**src/rtl/gumnut_port_pkg.sv**
```systemverilog
// Shared widths, register offsets, CTRL bit positions and bus FSM state type
// for the gumnut port responder.
package gumnut_port_pkg;

    localparam int unsigned DATA_W = 8;
    localparam int unsigned ADDR_W = 8;
    localparam int unsigned CTRL_W = 3;
    localparam int unsigned WCNT_W = 3;

    localparam logic [2:0] OFS_LED    = 3'd0;
    localparam logic [2:0] OFS_SW     = 3'd1;
    localparam logic [2:0] OFS_CTRL   = 3'd2;
    localparam logic [2:0] OFS_COUNT  = 3'd3;
    localparam logic [2:0] OFS_STATUS = 3'd4;

    localparam int unsigned CTRL_EN   = 0;
    localparam int unsigned CTRL_AUTO = 1;
    localparam int unsigned CTRL_IRQ  = 2;

    typedef enum logic [1:0] {IDLE, WAIT, ACK, DONE} port_state_t;

endpackage

```
**src/rtl/gumnut_port_responder_if.sv**
```systemverilog
// Core I/O port bus: the datapath is the master, the port responder the slave.
interface gumnut_port_responder_if;
    import gumnut_port_pkg::*;

    logic              port_cyc_i;
    logic              port_stb_i;
    logic              port_we_i;
    logic [ADDR_W-1:0] port_adr_i;
    logic [DATA_W-1:0] port_dat_i;
    logic [DATA_W-1:0] port_dat_o;
    logic              port_ack_o;

    modport master (
        output port_cyc_i, port_stb_i, port_we_i, port_adr_i, port_dat_i,
        input  port_dat_o, port_ack_o
    );

    modport slave (
        input  port_cyc_i, port_stb_i, port_we_i, port_adr_i, port_dat_i,
        output port_dat_o, port_ack_o
    );

endinterface

```
**src/rtl/port_timer.sv**
```systemverilog
// Prescaled 8-bit down-timer with reload, sticky expiry and CTRL storage.
// CTRL irq-enable bit is only stored when PORT_IRQ_EN is defined.
module port_timer
    import gumnut_port_pkg::*;
#(
    parameter int unsigned PRESCALE = 16
) (
    input  logic              clk_i,
    input  logic              rst_i,
    input  logic              ctrl_we,
    input  logic              count_we,
    input  logic              status_clr,
    input  logic [DATA_W-1:0] wdata,
    output logic [CTRL_W-1:0] ctrl,
    output logic [DATA_W-1:0] count,
    output logic              expired
);
    localparam int unsigned     PS_W    = (PRESCALE > 1) ? $clog2(PRESCALE) : 1;
    localparam logic [PS_W-1:0] PS_LAST = PS_W'(PRESCALE - 1);
`ifdef PORT_IRQ_EN
    localparam logic [CTRL_W-1:0] CTRL_STORED = 3'b111;
`else
    localparam logic [CTRL_W-1:0] CTRL_STORED = 3'b011;
`endif

    logic [PS_W-1:0]   ps;
    logic [DATA_W-1:0] reload;
    logic              tick_c;
    logic              hit_c;

    // A tick reaching (or starting at) zero expires; a same-edge COUNT write overrides it.
    assign tick_c = ctrl[CTRL_EN] && (ps == PS_LAST);
    assign hit_c  = tick_c && !count_we && (count <= DATA_W'(1));

    always_ff @(posedge clk_i or negedge rst_i) begin
        if (!rst_i) begin
            ps <= '0;
        end else if (count_we) begin
            ps <= '0;
        end else if (ctrl[CTRL_EN]) begin
            ps <= (ps == PS_LAST) ? '0 : ps + PS_W'(1);
        end
    end

    always_ff @(posedge clk_i or negedge rst_i) begin
        if (!rst_i) begin
            count  <= '0;
            reload <= '0;
        end else if (count_we) begin
            count  <= wdata;
            reload <= wdata;
        end else if (tick_c) begin
            if (count <= DATA_W'(1)) begin
                count <= ctrl[CTRL_AUTO] ? reload : '0;
            end else begin
                count <= count - DATA_W'(1);
            end
        end
    end

    always_ff @(posedge clk_i or negedge rst_i) begin
        if (!rst_i) begin
            ctrl <= '0;
        end else if (ctrl_we) begin
            ctrl <= wdata[CTRL_W-1:0] & CTRL_STORED;
        end else if (hit_c && !ctrl[CTRL_AUTO]) begin
            ctrl[CTRL_EN] <= 1'b0;
        end
    end

    // Expiry set beats a same-edge STATUS read-clear.
    always_ff @(posedge clk_i or negedge rst_i) begin
        if (!rst_i) begin
            expired <= 1'b0;
        end else if (hit_c) begin
            expired <= 1'b1;
        end else if (status_clr) begin
            expired <= 1'b0;
        end
    end

endmodule

```
**src/rtl/gumnut_port_responder.sv**
```systemverilog
// Port-bus responder: wait-stated single-cycle ack, LED/SW/timer register window.
// Optional irq_o output enabled by defining PORT_IRQ_EN.
module gumnut_port_responder
    import gumnut_port_pkg::*;
#(
    parameter logic [ADDR_W-1:0] BASE_ADDR   = 8'h00,
    parameter int unsigned       WAIT_STATES = 1,
    parameter int unsigned       PRESCALE    = 16
) (
    input  logic                   clk_i,
    input  logic                   rst_i,
    gumnut_port_responder_if.slave bus,
    input  logic [DATA_W-1:0]      sw_i,
    output logic [DATA_W-1:0]      led_o
`ifdef PORT_IRQ_EN
    ,
    output logic                   irq_o
`endif
);
    localparam logic [WCNT_W-1:0] WCNT_INIT =
        (WAIT_STATES > 0) ? WCNT_W'(WAIT_STATES - 1) : '0;

    port_state_t       state;
    port_state_t       state_nxt;
    logic [WCNT_W-1:0] wcnt;
    logic [WCNT_W-1:0] wcnt_nxt;
    logic              req_c;
    logic              commit_c;
    logic              wr_c;
    logic [2:0]        ofs_c;
    logic [DATA_W-1:0] rd_data_c;
    logic [DATA_W-1:0] sw_meta;
    logic [DATA_W-1:0] sw_sync;
    logic [CTRL_W-1:0] ctrl;
    logic [DATA_W-1:0] count;
    logic              expired;

    assign req_c    = bus.port_cyc_i && bus.port_stb_i
                      && (bus.port_adr_i[ADDR_W-1:3] == BASE_ADDR[ADDR_W-1:3]);
    assign ofs_c    = bus.port_adr_i[2:0];
    assign commit_c = (state_nxt == ACK);
    assign wr_c     = commit_c && bus.port_we_i;

    always_ff @(posedge clk_i or negedge rst_i) begin
        if (!rst_i) begin
            state <= IDLE;
            wcnt  <= '0;
        end else begin
            state <= state_nxt;
            wcnt  <= wcnt_nxt;
        end
    end

    // DONE holds until the strobe drops so a held strobe never gets a second ack.
    always_comb begin
        state_nxt = state;
        wcnt_nxt  = wcnt;
        case (state)
            IDLE: begin
                if (req_c) begin
                    if (WAIT_STATES == 0) begin
                        state_nxt = ACK;
                    end else begin
                        state_nxt = WAIT;
                        wcnt_nxt  = WCNT_INIT;
                    end
                end
            end
            WAIT: begin
                if (!(bus.port_cyc_i && bus.port_stb_i)) begin
                    state_nxt = IDLE;
                end else if (wcnt == '0) begin
                    state_nxt = ACK;
                end else begin
                    wcnt_nxt = wcnt - WCNT_W'(1);
                end
            end
            ACK:     state_nxt = DONE;
            DONE:    if (!bus.port_stb_i) state_nxt = IDLE;
            default: state_nxt = IDLE;
        endcase
    end

    always_comb begin
        rd_data_c = '0;
        case (ofs_c)
            OFS_LED:    rd_data_c = led_o;
            OFS_SW:     rd_data_c = sw_sync;
            OFS_CTRL:   rd_data_c = DATA_W'(ctrl);
            OFS_COUNT:  rd_data_c = count;
            OFS_STATUS: rd_data_c = DATA_W'(expired);
            default:    rd_data_c = '0;
        endcase
    end

    always_ff @(posedge clk_i or negedge rst_i) begin
        if (!rst_i) begin
            bus.port_ack_o <= 1'b0;
            bus.port_dat_o <= '0;
            led_o          <= '0;
            sw_meta        <= '0;
            sw_sync        <= '0;
        end else begin
            bus.port_ack_o <= commit_c;
            bus.port_dat_o <= (commit_c && !bus.port_we_i) ? rd_data_c : '0;
            if (wr_c && (ofs_c == OFS_LED)) led_o <= bus.port_dat_i;
            sw_meta <= sw_i;
            sw_sync <= sw_meta;
        end
    end

    port_timer #(
        .PRESCALE (PRESCALE)
    ) u_timer (
        .clk_i      (clk_i),
        .rst_i      (rst_i),
        .ctrl_we    (wr_c && (ofs_c == OFS_CTRL)),
        .count_we   (wr_c && (ofs_c == OFS_COUNT)),
        .status_clr (commit_c && !bus.port_we_i && (ofs_c == OFS_STATUS)),
        .wdata      (bus.port_dat_i),
        .ctrl       (ctrl),
        .count      (count),
        .expired    (expired)
    );

`ifdef PORT_IRQ_EN
    always_ff @(posedge clk_i or negedge rst_i) begin
        if (!rst_i) irq_o <= 1'b0;
        else        irq_o <= expired && ctrl[CTRL_IRQ];
    end
`endif

endmodule

```
**src/flat_wrapper.sv**
```systemverilog
// flat-port wrapper written by rule: the top's interface ports become plain ports
module gumnut_port_responder_flat import gumnut_port_pkg::*;
#(
    parameter logic [ADDR_W-1:0] BASE_ADDR   = 8'h00,
    parameter int unsigned       WAIT_STATES = 1,
    parameter int unsigned       PRESCALE    = 16
)
  (clk_i, rst_i, sw_i, led_o, bus_port_cyc_i, bus_port_stb_i, bus_port_we_i, bus_port_adr_i, bus_port_dat_i, bus_port_dat_o, bus_port_ack_o);
  gumnut_port_responder_if bus_i ();
  input  logic clk_i;
  input  logic rst_i;
  input  logic [DATA_W-1:0] sw_i;
  output logic [DATA_W-1:0] led_o;
  input wire logic [$bits(bus_i.port_cyc_i)-1:0] bus_port_cyc_i;
  input wire logic [$bits(bus_i.port_stb_i)-1:0] bus_port_stb_i;
  input wire logic [$bits(bus_i.port_we_i)-1:0] bus_port_we_i;
  input wire logic [$bits(bus_i.port_adr_i)-1:0] bus_port_adr_i;
  input wire logic [$bits(bus_i.port_dat_i)-1:0] bus_port_dat_i;
  output wire logic [$bits(bus_i.port_dat_o)-1:0] bus_port_dat_o;
  output wire logic [$bits(bus_i.port_ack_o)-1:0] bus_port_ack_o;
  assign bus_i.port_cyc_i = bus_port_cyc_i;
  assign bus_i.port_stb_i = bus_port_stb_i;
  assign bus_i.port_we_i = bus_port_we_i;
  assign bus_i.port_adr_i = bus_port_adr_i;
  assign bus_i.port_dat_i = bus_port_dat_i;
  assign bus_port_dat_o = bus_i.port_dat_o;
  assign bus_port_ack_o = bus_i.port_ack_o;
  gumnut_port_responder #(.BASE_ADDR(BASE_ADDR), .WAIT_STATES(WAIT_STATES), .PRESCALE(PRESCALE)) u_core (.clk_i(clk_i), .rst_i(rst_i), .bus(bus_i), .sw_i(sw_i), .led_o(led_o));
endmodule
```
**config.mk**
```make
export PLATFORM = sky130hd
export DESIGN_NAME = gumnut_port_responder_flat
export DESIGN_NICKNAME = d
export VERILOG_FILES = /design/src/rtl/gumnut_port_pkg.sv /design/src/rtl/gumnut_port_responder_if.sv /design/src/rtl/port_timer.sv /design/src/rtl/gumnut_port_responder.sv /design/src/flat_wrapper.sv
export SDC_FILE = /design/constraint.sdc
export NUM_CORES = 1
export LEC_CHECK = 0
export BUFFER_PORTS_ARGS = -buffer_cell sky130_fd_sc_hd__clkbuf_2
export CORE_ASPECT_RATIO = 0.75
export CORE_UTILIZATION = 48
export DETAILED_ROUTE_END_ITERATION = 10
export GPL_TIMING_DRIVEN = 1
export PLACE_DENSITY = 0.68
export SLEW_MARGIN = 20
export SYNTH_ARGS = -nofsm -noshare
export SYNTH_HDL_FRONTEND = slang
export SYNTH_HIERARCHICAL = 1
export SYNTH_SLANG_ARGS = --single-unit
```
**constraint.sdc**
```tcl
create_clock -name clk_i -period 3 [get_ports clk_i]
set_input_delay 0.15 -clock clk_i [delete_from_list [all_inputs] [get_ports clk_i]]
set_output_delay 0.15 -clock clk_i [all_outputs]
set_load 0.02 [all_outputs]
```
; ---- After elaboration in Yosys (flattened, before gate mapping)
; Index checks and enable logic that the tools add are counted.
[totals]
regBits = 61
latchBits = 0
ram_bits = 0
rom_bits = 0
input_bits = 29
out_inout_bits = 17
word_cells = 76
n_memories = 0
[op_classes]
add_sub_neg = 3
multipliers = 0
div_mod_pow = 0
n_lt_le_gt_ge = 1
n_eq_ne = 12
n_shift = 0
muxes = 22
bitwise = 0
n_reduce_logical = 25
[ops]
columns = op, count
row1 = $mux 8, 5
row2 = $pmux 8 s5, 1
row3 = $logic_and 1x1->1, 12
row4 = $mux 4, 3
row5 = $reduce_bool 2->1, 5
row6 = $mux 3, 3
row7 = $le 8x1->1 const B, 1
row8 = $mux 2, 4
row9 = $pmux 2 s4, 1
row10 = $sub 8x1->8 const B, 1
row11 = $eq 2x2->1 const B, 3
row12 = $eq 3x2->1 const B, 2
row13 = $logic_not 3->1, 2
row14 = $pmux 3 s2, 1
row15 = $logic_not 5->1, 1
row16 = $add 4x1->4 const B, 1
row17 = $eq 4x4->1 const B, 1
row18 = $mux 1, 4
row19 = $ne 2x1->1 const B, 2
row20 = $reduce_and 4->1, 1
row21 = $eq 3x1->1 const B, 1
row22 = $eq 3x3->1 const B, 1
row23 = $logic_not 1->1, 3
row24 = $sub 3x1->3 const B, 1
row25 = 3 further kinds, 3

; ---- Longest topological paths before layout
[logic_depth]
depth_word = 13
ltp_mapped = 10
ltp_nobuf = 9

; ---- Hierarchy
; Netlist, hierarchy kept.
[modules_own_cells]
columns = mod, instances, cells_per_inst, area_each_um2, seq_area_each_um2
row1 = gumnut_port_responder, 1, 122, 1564.0, 950.9
row2 = port_timer, 1, 131, 1273.7, 575.6

; ---- Least setup slack after synthesis
; Ideal clock, no wire load.
[synth_path]
path_type = flip-flop to flip-flop
start = register u_core.wcnt[0]
end = register u_core.u_timer.reload[5]
setup_ns = 0.125
arrival_ns = 2.119
required_ns = 2.875
setup_slack_ns = 0.756
stages_incl_launch_ff = 9
path_buffers = 2
period_less_slack_ns = 2.244
cell_sequence = dfrtp_1 -> inv_1 -> ha_1 -> nor2b_1 -> nand4_1 -> nor2_1 -> clkbuf_1 -> buf_2 -> mux2_2
[synth_via]
elab_chain_cells = 7
[synth_lines]
columns = item, line_no
row1 = "start, declared", gumnut_port_responder.sv:25  ; logic [WCNT_W-1:0] wcnt;
row2 = "start signal, assigned", gumnut_port_responder.sv:50  ; wcnt <= wcnt_nxt;
row3 = $logic_not 3->1, gumnut_port_responder.sv:72  ; end else if (wcnt == '0) begin
row4 = $mux 2, gumnut_port_responder.sv:72
row5 = $mux 2, gumnut_port_responder.sv:70  ; if (!(bus.port_cyc_i && bus.port_stb_i)) begin
row6 = $pmux 2 s4, gumnut_port_responder.sv:58  ; case (state)
row7 = $eq 2x2->1, gumnut_port_responder.sv:41  ; assign commit_c = (state_nxt == ACK);
row8 = $logic_and 1x1->1, gumnut_port_responder.sv:42  ; assign wr_c = commit_c && bus.port_we_i;
row9 = $logic_and 1x1->1, gumnut_port_responder.sv:118  ; .count_we (wr_c && (ofs_c == OFS_COUNT)),
row10 = "end signal, assigned", port_timer.sv:51  ; reload <= wdata;
row11 = "end, declared", port_timer.sv:27  ; logic [DATA_W-1:0] reload;
; Every way passes these cells.
; A chain may end at the register's enable or synchronous reset.

; ---- Worst setup path in the final report
[layout_path]
start = register u_core.wcnt[0]
end = register u_core.u_timer.count[5]
[layout_via]
elab_chain_cells = 8
word_cells_on_any_way = 9
cone_classes = 1 x eq/ne / 4 x mux / 4 x reduce/logical
[layout_lines]
columns = item, line_no
row1 = $logic_not 3->1 (*), gumnut_port_responder.sv:72
row2 = $mux 2 (*), gumnut_port_responder.sv:72
row3 = $mux 2 (*), gumnut_port_responder.sv:70
row4 = $pmux 2 s4 (*), gumnut_port_responder.sv:58
row5 = $eq 2x2->1 (*), gumnut_port_responder.sv:41
row6 = $logic_and 1x1->1 (*), gumnut_port_responder.sv:42
row7 = $logic_and 1x1->1 (*), gumnut_port_responder.sv:118
row8 = $mux 8 or $reduce_bool 2->1 (tied branches), -
row9 = "end signal, assigned", port_timer.sv:50  ; count <= wdata;
row10 = "end signal, assigned", port_timer.sv:54  ; count <= ctrl[CTRL_AUTO] ? reload : '0;
row11 = "end signal, assigned", port_timer.sv:56  ; count <= count - DATA_W'(1);
row12 = "end, declared", port_timer.sv:15  ; output logic [DATA_W-1:0] count,
; Mark *: on every way between the ends. The rest lies on a longest branch, timed or not.

==> metrics.md <==
| Metric | Value |
|---|---|
| Status | complete, no violations |
| DRT Wirelength | 6.24 mm |
| Slew Viols, Final | 0 |
| Crit path kind | register to register |
| Vias per inst | 5.59 |
| Routed Antenna Nets | 0 |
| Clk_lat worst skew | 0.33 ns |
| Share of synthesized registers carrying an async set or reset | 100% |
| Unique masters post-synth | 57 |
| Rows | 23 |
| Routability cong. | 0.898 |
| Final min period | 2.46 ns |
| Syn nets | 287 |
| Starting DRT DRC Count | 141 |
| H-tree depth | 3 |
| Period utilization | 82.0% |
| Die Y | 68.6 microns |
| CTS resizes | 0 |
| Register area | 1530 sq um |
| Part of the Yosys area used for sequential elements | 53.8% |
| Drt pass-1 iters | 4 |
| Synth Area in XOR/XNOR | 0.617% |
| CTS Root Cell | clkbuf_8 |
| Total grt overflow | 0 |
| Worst Tran Pin Value | 0.738 ns |
| Setup_tns | 0 ns |
| Final HPWL DP | 4.39 mm |
| Peak supply drop | 0.311 mV |
| R2R cell count | 10 |
| Worst r2r src | u_core/wcnt[0]$_DFFE_PN0P_ |
| CP most frequent cell | nor2b_1 |
| Synth Area in Simple Gates | 17.4% |
| DP Cell Count | 366 |
| Area of the multi-input gates | 1220 sq um |
| # IOs | 46 |
| Largest family of logic cells by synthesized area | simple AND/OR/NAND/NOR gates |
| Compound-gate portion of the synthesized area | 12.6% |
| Crit path max fanout | 22 |
| CP required | 3.21 ns |
| CP startpoint kind | register |
| Synth Area in Adders | 2.20% |
| Starting Density | 51.4% |
| Final nets | 345 |
| Cell count of the worst hold path | 2 |
| Cell chain of the critical path | inv_1, ha_1, nor2b_1, nand4_1, nor2_1, buf_4, nor2b_1, and2_1, a221oi_1, a211oi_1 |
| Crit path max-delay cell type | dfrtp_1 |
| Crit path launch | u_core/wcnt[0]$_DFFE_PN0P_ |
| RSZ-0062 raised after global routing | false |
| Mapped cell area | 2840 sq um |
| EDFF count, synth | 0 |
| CTS buffer count | 9 |
| Die area | 6230 sq um |
| GRT Util Overall | 21.6% |
| Most frequent cells in the layout | dfrtp_1 (61), clkbuf_2 (45), o21ai_0 (18) |
| Synth-to-Final Area Change | 21.6% |
| Via Count | 2,187 |
| First-pass GRT wire length | 10.1 mm |
| Diode count | 0 |
| Layout cells sized above 1 | 25.9% |
| Number of global-route vias before repair | 2,068 |
| Crit. End Element | register |
| Post-Syn Instances | 253 |
| Reg2Reg Setup Slack | 0.54 ns |
| Most common cell after layout, fill and taps aside | dfrtp_1 |
| Static Leak | 1.61 nW |
| Clock Pin Slew Worst Setup and Hold Paths | 0.07 ns |
| Final setup fails | 0 |
| Largest net degree at the start of global routing | 40 |
| Syn_area_per_cell | 11.2 sq um |
| CTS Sinks | 61 |
| Clk buf depth | 2 |
| Final hold violation count | 0 |
| Synth warn | 6 |
| Slew Limit Headroom | 50.4% |
| Reg2reg end | u_core/u_timer/count[5]$_DFFE_PN0P_ |
| Max-cap viol count | 0 |
| CP endpoint | u_core/u_timer/count[5]$_DFFE_PN0P_ |
| CTS tree | yes |
| Commonest register cell after synthesis | dfrtp_1 |
| Synthesis-stage register bit count | 61 |
| IO Port Bufs | 45 |
| Layout Cells excl Fill | 391 |
| Clock Skew | 0.00621 ns |
| Fillers | 460 |
| CP peak stage delay | 0.38 ns |
| Mux cell area share after synthesis | 10.0% |
| HP Class | primary input to register |
| Initial antenna violation count | 0 |
| Cell Pwr Density | 710 nW/um^2 |
| DRC violations left | 0 |
| DIE WIDTH | 90.8 microns |
| F_max | 407 MHz |
| CORE AREA | 5530 sq um |
| Avg WL per Cell | 16.0 microns |
| Worst EP arrival | 2.67 ns |
-- critical path, delay by kind of cell (launching register included) --
kind                     cells  cell delay (ns)
AO/OA/AOI/OAI                2             0.36
adder cells (fa/ha/maj)      1             0.18
buffers and inverters        2             0.38
flip-flops                   1             0.38
AND/OR/NAND/NOR              5             1.02
-- where the power goes --
part	internal (mW)	leakage (nW)	total, mW	switching [mW]
Sequential	0.976	0.760	1.15	0.178
Clock	0.512	0.108	0.820	0.308
Combinational	0.222	0.747	0.479	0.256
Total	1.71	1.61	2.45	0.741
-- Yosys cell counts (2+ instances only) --
| master | n | area share (%) |
|---|---|---|
| a2111oi_0 | 2 | 0.62 |
| a21oi_1 | 13 | 2.3 |
| a31oi_1 | 6 | 1.3 |
| a32oi_1 | 2 | 0.62 |
| and2_1 | 9 | 2.0 |
| and3_1 | 2 | 0.44 |
| buf_2 | 5 | 0.88 |
| clkbuf_1 | 3 | 0.40 |
| dfrtp_1 | 61 | 54 |
| ha_1 | 5 | 2.2 |
| inv_1 | 12 | 1.6 |
| mux2_1 | 7 | 2.8 |
| mux2_2 | 8 | 3.2 |
| mux2i_1 | 7 | 2.5 |
| mux4_2 | 2 | 1.6 |
| nand2_1 | 13 | 1.7 |
| nand3_1 | 9 | 1.6 |
| nand3b_1 | 3 | 0.79 |
| nand4_1 | 3 | 0.66 |
| nor2_1 | 14 | 1.9 |
| nor2b_1 | 3 | 0.66 |
| nor3_1 | 4 | 0.71 |
| nor3_2 | 2 | 0.71 |
| nor4b_1 | 2 | 0.62 |
| o21ai_0 | 18 | 3.2 |
| o22ai_1 | 3 | 0.66 |
| o41ai_1 | 2 | 0.62 |
| or3_1 | 3 | 0.66 |
| or4_1 | 2 | 0.53 |
-- cells by family after synthesis --
logic type | Yosys count
flops | 61
fa+ha+maj | 5
simple gates | 81
xor+xnor | 2
other cells | 1
mux | 24
buf+inv | 22
compound gates | 57
-- per-stage QoR --
step	total power, mW	utilization, %	instance area [sq um]	setup slack (ns)	hold slack [ns]
2_1_floorplan	1.45	-	2840	0.756	-0.146
3_3_place_gp	1.62	56.6	3130	0.674	0.169
3_5_place_dp	1.63	56.6	3130	0.603	0.174
5_1_grt	2.60	62.5	3450	0.280	0.0451
4_1_cts	2.47	62.5	3450	0.566	0.0423
6_report	2.45	62.5	3450	0.541	0.0594
-- state kept, by name (all words and copies together), names as in the netlist, 3 cells and up --
signal	flops
u_core/sw_sync	8
u_core/bus.port_dat_o	8
u_core/u_timer/ps	4
u_core/wcnt	3
u_core/led_o	8
u_core/sw_meta	8
u_core/u_timer/count	8
u_core/u_timer/reload	8
-- layout make-up --
cell class / count / area share, %
clock inverter: 5 / 2.39
inverter: 13 / 1.41
clock buffer: 11 / 4.39
tap: 75 / 2.72
timing repair buffer: 56 / 9.57
multi-input combinational: 170 / 35.3
sequential: 61 / 44.2
-- how the worst min path moves through the flow --
stage / start / endpoint / slack, ns
CTS: bus_port_dat_i[6] / u_core/led_o[6]$_DFFE_PN0P_ / 0.04
finish: bus_port_dat_i[6] / u_core/led_o[6]$_DFFE_PN0P_ / 0.06
floorplan: rst_i / u_core/bus.port_ack_o$_DFF_PN0_ / -0.15
detailed placement: rst_i / u_core/led_o[0]$_DFFE_PN0P_ / 0.17
global placement: rst_i / u_core/led_o[0]$_DFFE_PN0P_ / 0.17
global route: bus_port_dat_i[6] / u_core/led_o[6]$_DFFE_PN0P_ / 0.05
-- metal layers --
layer / wire (microns) / up-vias / global-route usage [%]
met5: 0 / - / 0
li1: - / 1046 / -
met1: 2960 / 1077 / 29.2
met2: 2920 / 62 / 33.8
met3: 329 / 2 / 6.91
met4: 30 / 0 / 6.75
-- what timing repair did --
action | 4_1_cts | 5_1_grt
endpoints found under the hold margin | 30 | 0
setup buffers | 0 | 0
hold buffers | 9 | 0
No activity file was read; power rests on OpenSTA's default activity.
